## src/rtl/capture_readout_sequencer.sv

```systemverilog
// rtl/capture_readout_sequencer.sv - shares the capture BRAM port with a host readout stream
module capture_readout_sequencer #(
    parameter int ADDR_W = 18,
    parameter int DATA_W = 8,
    parameter int RD_LAT = 2
) (
    input  logic              clk,
    input  logic              resetn,
    input  logic              cap_en,
    input  logic              cap_we,
    input  logic [ADDR_W-1:0] cap_addr,
    input  logic [DATA_W-1:0] cap_din,
    input  logic              rd_start,
    input  logic              rd_abort,
    input  logic [ADDR_W-1:0] rd_base,
    input  logic [ADDR_W-1:0] rd_count,
    output logic              rd_busy,
    output logic              rd_done,
    output logic [DATA_W-1:0] m_data,
    output logic              m_valid,
    input  logic              m_ready,
    output logic              bram_en,
    output logic              bram_we,
    output logic [ADDR_W-1:0] bram_addr,
    output logic [DATA_W-1:0] bram_din,
    input  logic [DATA_W-1:0] bram_dout,
    output logic [15:0]       conflict_cnt
);

    localparam logic [2:0] ST_IDLE    = 3'd0;
    localparam logic [2:0] ST_REQ     = 3'd1;
    localparam logic [2:0] ST_WAIT    = 3'd2;
    localparam logic [2:0] ST_PRESENT = 3'd3;
    localparam logic [2:0] ST_DONE    = 3'd4;

    localparam int LAT_W = 3;
    localparam logic [LAT_W-1:0]  LAT_LAST = RD_LAT[LAT_W-1:0];
    localparam logic [ADDR_W-1:0] ONE      = {{(ADDR_W-1){1'b0}}, 1'b1};

    logic [2:0]        state;
    logic [ADDR_W-1:0] rd_addr;
    logic [ADDR_W-1:0] remaining;
    logic [LAT_W-1:0]  lat_ctr;
    logic              rd_issue;
    logic              xfer;
    logic [15:0]       conflict_next;

    assign rd_issue = (state == ST_REQ) && !cap_en;
    assign xfer     = m_valid && m_ready;
    assign rd_busy  = (state != ST_IDLE);
    assign rd_done  = (state == ST_DONE);

    assign conflict_next = (conflict_cnt == 16'hFFFF) ? conflict_cnt : conflict_cnt + 16'd1;

    // Capture owns the port whenever it asks; the readout only fills idle cycles.
    always_comb begin
        bram_en   = rd_issue;
        bram_we   = 1'b0;
        bram_addr = rd_addr;
        bram_din  = '0;
        if (cap_en) begin
            bram_en   = 1'b1;
            bram_we   = cap_we;
            bram_addr = cap_addr;
            bram_din  = cap_din;
        end
    end

    always_ff @(posedge clk or negedge resetn) begin
        if (!resetn) begin
            state        <= ST_IDLE;
            rd_addr      <= '0;
            remaining    <= '0;
            lat_ctr      <= '0;
            m_data       <= '0;
            m_valid      <= 1'b0;
            conflict_cnt <= 16'd0;
        end else if (rd_abort && (state != ST_IDLE)) begin
            state   <= ST_IDLE;
            m_valid <= 1'b0;
        end else begin
            case (state)
                ST_IDLE: begin
                    if (rd_start) begin
                        if (rd_count != '0) begin
                            rd_addr      <= rd_base;
                            remaining    <= rd_count;
                            conflict_cnt <= 16'd0;
                            state        <= ST_REQ;
                        end else begin
                            state <= ST_DONE;
                        end
                    end
                end
                ST_REQ: begin
                    if (cap_en) begin
                        conflict_cnt <= conflict_next;
                    end else begin
                        lat_ctr <= {{(LAT_W-1){1'b0}}, 1'b1};
                        state   <= ST_WAIT;
                    end
                end
                ST_WAIT: begin
                    // Any capture access while the read is in flight may corrupt it, so re-issue.
                    if (cap_en) begin
                        conflict_cnt <= conflict_next;
                        state        <= ST_REQ;
                    end else if (lat_ctr == LAT_LAST) begin
                        m_data  <= bram_dout;
                        m_valid <= 1'b1;
                        state   <= ST_PRESENT;
                    end else begin
                        lat_ctr <= lat_ctr + 1'b1;
                    end
                end
                ST_PRESENT: begin
                    if (xfer) begin
                        m_valid   <= 1'b0;
                        rd_addr   <= rd_addr + ONE;
                        remaining <= remaining - ONE;
                        state     <= (remaining > ONE) ? ST_REQ : ST_DONE;
                    end
                end
                ST_DONE: begin
                    state <= ST_IDLE;
                end
                default: begin
                    state <= ST_IDLE;
                end
            endcase
        end
    end

endmodule
```

## config.mk

```make
export PLATFORM = sky130hd
export DESIGN_NAME = capture_readout_sequencer
export DESIGN_NICKNAME = d
export VERILOG_FILES = /design/src/rtl/capture_readout_sequencer.sv
export SDC_FILE = /design/constraint.sdc
export NUM_CORES = 1
export LEC_CHECK = 0
export ABC_AREA = 0
export CAP_MARGIN = 20
export CORE_MARGIN = 2
export CORE_UTILIZATION = 35
export CTS_CLUSTER_DIAMETER = 30
export DETAILED_ROUTE_END_ITERATION = 16
export MAX_ROUTING_LAYER = met4
export PLACE_DENSITY = 0.63
export SKIP_CTS_REPAIR_TIMING = 1
export SLEW_MARGIN = 10
export SYNTH_ARGS = -nofsm -noshare
export SYNTH_HDL_FRONTEND = slang
export SYNTH_SLANG_ARGS = --single-unit
```

## constraint.sdc

```tcl
create_clock -name clk -period 2.1 [get_ports clk]
set_input_delay 0.315 -clock clk [delete_from_list [all_inputs] [get_ports clk]]
set_output_delay 0.315 -clock clk [all_outputs]
set_load 0.02 [all_outputs]
```

## Word-level counts from Yosys, hierarchy flattened

Cells that the tools add are included.

| storage, ports and cells | value |
|---|---|
| register bits after elaboration | 67 |
| bits of input ports | 77 |
| output and inout port bits | 55 |
| word-level logic and storage cells | 87 |

| operators by class | value |
|---|---|
| $add $sub $neg | 4 |
| $lt $le $gt $ge | 1 |
| eq/ne operators | 20 |
| muxes and demuxes | 35 |
| bitwise gates (word level) | 2 |
| reductions and logical operators | 18 |

Operators with widths:

| kind | count |
|---|---|
| 2-to-1 mux 18 bit | 7 |
| case mux 18 bit (2 select lines) | 2 |
| 2-to-1 mux 16 bit | 4 |
| 2-to-1 mux 3 bit | 11 |
| case mux 16 bit (2 select lines) | 1 |
| adder 18 x 1 -> 18 bit (second input constant) | 1 |
| > comparator 18 x 1 -> 1 bit (second input constant) | 1 |
| nonzero test 18 bit | 1 |
| subtractor 18 x 1 -> 18 bit (second input constant) | 1 |
| adder 16 x 1 -> 16 bit (second input constant) | 1 |
| == test 16 bit (second input constant) | 1 |
| inequality test 2 bit (second input constant) | 7 |
| inequality test 3 bit (second input constant) | 4 |
| case mux 3 bit (4 select lines) | 1 |
| AND reduction 4 bit | 3 |
| AND reduction 5 bit | 2 |
| == test 3 x 2 -> 1 bit (second input constant) | 3 |
| 2-to-1 mux 8 bit | 1 |
| 2-to-1 mux 1 bit | 6 |
| case mux 3 bit (2 select lines) | 1 |
| AND reduction 6 bit | 1 |
| nonzero test 2 bit | 3 |
| nonzero test 3 bit | 2 |
| inequality test 4 bit (second input constant) | 1 |
| other kinds (11) | 14 |

## Longest topological paths before layout

| logic depth | value |
|---|---|
| depth after elaboration | 5 |
| mapped depth | 9 |
| depth with buffers taken out | 8 |

## Least setup slack after synthesis

No wires, ideal clock.

| timing | value |
|---|---|
| kind | register to register |
| start | register remaining[7] |
| end | register remaining[15] |
| setup time | 0.127 ns |
| data arrival time | 1.886 ns |
| data required time | 1.973 ns |
| setup slack | 0.088 ns |
| stages on the path, launching flop included | 7 |
| buffers on the path | 0 |
| period minus slack after synthesis | 2.012 ns |
| cells stage by stage | dfrtp_1 -> or4_4 -> nor3_4 -> nand2_2 -> or3_1 -> o22ai_1 -> o2bb2a_1 |

| on the way | value |
|---|---|
| cells in the longest elaborated chain, start to end | 3 |

RTL lines:

| item | line | text |
|---|---|---|
| from (decl) | 42 | `logic [ADDR_W-1:0] remaining;` |
| from (signal assigned) | 87 | `remaining <= rd_count;` |
| from (signal assigned) | 120 | `remaining <= remaining - ONE;` |
| subtractor 18 x 1 -> 18 bit | 120 |  |
| 2-to-1 mux 18 bit | 117 | `if (xfer) begin` |
| case mux 18 bit (2 select lines) | 82 | `case (state)` |

Every way passes these cells. The select of a mux whose other input is x is not followed.
A chain may end at the register's enable or synchronous reset.

## Worst setup path after layout

| timing | value |
|---|---|
| start | register remaining[5] |
| end | register remaining[15] |

The elaborated chain is that of the path after synthesis.

==> out/results.ini <==
[status]
status = finished, violations left
violations = hold timing, setup timing

[grt]
grt.met1_usage = 0.2559
busiest_layer = met2
grt_pass1_vias = 4320
met2_usage = 0.3266
grt_pass1_wl_um = 20690
antenna_found_initial = 0
grt_overflow = 0
grt_max_degree = 43
grtUsageMet3 = 0.03070
track_usage = 0.1989

[setup_path]
critPathMaxFanout = 4
arrival_ns = 2.33
worstSetupPathType = reg -> reg
endpoint_kind = register
crit_start = remaining[5]
cp_cell_sequence = or4_4 -> nor3_4 -> buf_4 -> nand2_2 -> or3_4 -> o22ai_4 -> o2bb2a_4
slowest_stage = or4_4
required_ns = 2.31
crit_path_start_kind = register
crit_path_max_incr_delay_ns = 0.57
reg2reg_from = remaining[5]

[timing]
finalSetupViolations = 1
rsz0062_at_grt = yes
clock.fmax_mhz = 472.2
skew_ns = 0.006805
timing.final.ws_setup_ns = -0.01753
tightest_slew_ns = 0.5889
relSlewSlack = 0.6074
fin_crit_sh = 1.008
fin_crit_ns = 2.118
holdWs_ns = -0.01170
slew_violations = 0
fin_setup_tns_ns = -0.01753
final_hold_viol_count = 19

[worst_hold_path]
hold_path.class = in -> async

[cells_and_area]
final_area_mm2 = 0.006638
drive_above_1_share = 0.1950
seqCellArea_mm2 = 0.001678
n_antenna_cell = 0
most-common-layout-cells = 98 x clkdlybuf4s50_1, 66 x dfrtp_1, 55 x a21oi_1, 53 x o21ai_0, 52 x nand2_1
multi_input_area_mm2 = 0.002539
layout_commonest_cell = clkdlybuf4s50_1
final_nets = 760
fill_cells = 1091
area_delta_synth_final_pct = 55.21

[synthesis]
synthFlopType = dfrtp_1
ys_seq_elements = 67
syn_area_mm2 = 0.004277
ys_warn_count = 0
synth_nets = 590
synth_async_sr_flop_share = 1.000
synth_enable_flop_cells = 0
avgSynthCellArea_um2 = 8.435
netlist_instances = 507
ys_seq_area_frac = 0.3920
synth_cell_types = 60

[detailed_routing]
drtIter0Drc = 241
first_pass_iters = 5
routed_wl_um = 12860
dr_total_vias = 4553
ant_nets = 0
routed_via_density = 5.492
drc = 0
wl_per_cell_um = 15.52

[place]
post_dp_cell_area_mm2 = 0.006138
dpl.hpwl_um = 9361
place_congestion = 0.8914
dp_slack_ns = -0.4554
portBuffers = 131

[power]
vdd_drop_max_mv = 0.5208
comb_power_share = 0.463
switchingPower_w = 0.002625
pwr-share-seq = 0.325
power_density_mw_per_mm2 = 1009
power_w = 0.006698
swShare = 0.3919
power_frac_clock = 0.212
intPower_w = 0.004073
leakagePower_nw = 2.943

[cts]
htreeDepth = 3
clkTransAtPathRegs_ns = 0.06
clk_latency_ns = 0.33
cts_buffer_depth = 2
root_buffer = clkbuf_16
cts_inserted_buffers = 9
cts.sinks = 67
cts_tree = yes

[die]
die_w_um = 114.5
ioPinCount = 132
dieArea_mm2 = 0.01312
core-area_mm2 = 0.01196
start_util = 0.3575
num_rows = 40
die_h_um = 114.5

[flow_run]
drv_cap = 0

## final cells by class
type | instances | area share
multi-input combinational | 400 | 0.3825
timing repair buffer | 190 | 0.2907
sequential | 67 | 0.2528
clock buffer | 14 | 0.03977
tap | 147 | 0.02771
inverter | 9 | 0.005090
clock inverter | 2 | 0.001508
## power groups by stage
stage	clock (W)	combinational, W	sequential, W
2_1_floorplan	0	0.00176	0.00210
3_3_place_gp	0	0.00292	0.00216
3_5_place_dp	0	0.00299	0.00218
4_1_cts	0.00146	0.00301	0.00216
5_1_grt	0.00151	0.00340	0.00224
6_report	0.00142	0.00310	0.00217
## Yosys cell counts, types with 5 or more instances
| cell type | instances | share of area |
|---|---|---|
| nand3_1 | 27 | 0.032 |
| ha_1 | 6 | 0.018 |
| o22ai_1 | 11 | 0.016 |
| nor4_1 | 6 | 0.0088 |
| o22a_1 | 5 | 0.010 |
| nor3_1 | 10 | 0.012 |
| and2_1 | 13 | 0.019 |
| a31oi_1 | 8 | 0.012 |
| o21ai_0 | 54 | 0.063 |
| nand4_1 | 6 | 0.0088 |
| nor2_1 | 35 | 0.031 |
| inv_1 | 9 | 0.0079 |
| dfrtp_1 | 67 | 0.39 |
| a21oi_1 | 56 | 0.066 |
| a22oi_1 | 5 | 0.0088 |
| nand2_1 | 52 | 0.046 |
| or3_1 | 5 | 0.0073 |
| mux2_2 | 25 | 0.066 |
| clkbuf_1 | 16 | 0.014 |
| buf_2 | 10 | 0.012 |
| and3_1 | 10 | 0.015 |
## path summary, 6_finish.rpt
path / endpoint / slack [ns] / depth (start not counted)
hold / removal: m_data[5] / -0.01 / 1
hold reg to reg: remaining[13] / 0.48 / 1
min in group clk: remaining[3] / 0.37 / 3
max in group asynchronous: state[1] / 1.41 / 2
setup reg to reg: remaining[15] / -0.02 / 7
setup / recovery: remaining[15] / -0.02 / 7
## stage by stage
stage                     instances  utilization
after detailed placement        810       0.5132
after CTS                       826       0.5361
after global placement          810       0.5132
after global routing            829       0.5549
final                           829       0.5549
after floorplan                 507            -
## worst max-delay path, delay by kind of cell (launching register included)
kind	cells	cell delay, ns
AND/OR/NAND/NOR	4	1.18
flip-flops	1	0.37
buffers and inverters	1	0.15
AO/OA/AOI/OAI	2	0.29
## state kept, by name, indices dropped and copies added (netlist names)
| signal | flops |
|---|---|
| conflict_cnt | 16 |
| rd_addr | 18 |
| remaining | 18 |
| state | 3 |
| m_valid | 1 |
| m_data | 8 |
| lat_ctr | 3 |
## kinds of logic (layout without fill, tap and decap cells)
group / count (synthesis) / count (layout) / synth area share
and+or+nand+nor: 195 / 195 / 0.2382
DFF: 67 / 67 / 0.3920
muxes: 25 / 25 / 0.06583
AOI/OAI and AO/OA: 173 / 173 / 0.2428
xor gates and xnor gates: 1 / 1 / 0.002048
adders and majority gates: 6 / 6 / 0.01755
buffers and inverters: 40 / 215 / 0.04154
## per-layer routing
metal	up-vias	routed length [um]
met5	-	0
met4	0	171
met3	15	642
met2	158	6247
met1	2151	5801
li1	2229	-
No activity file was read; power rests on OpenSTA's default activity.
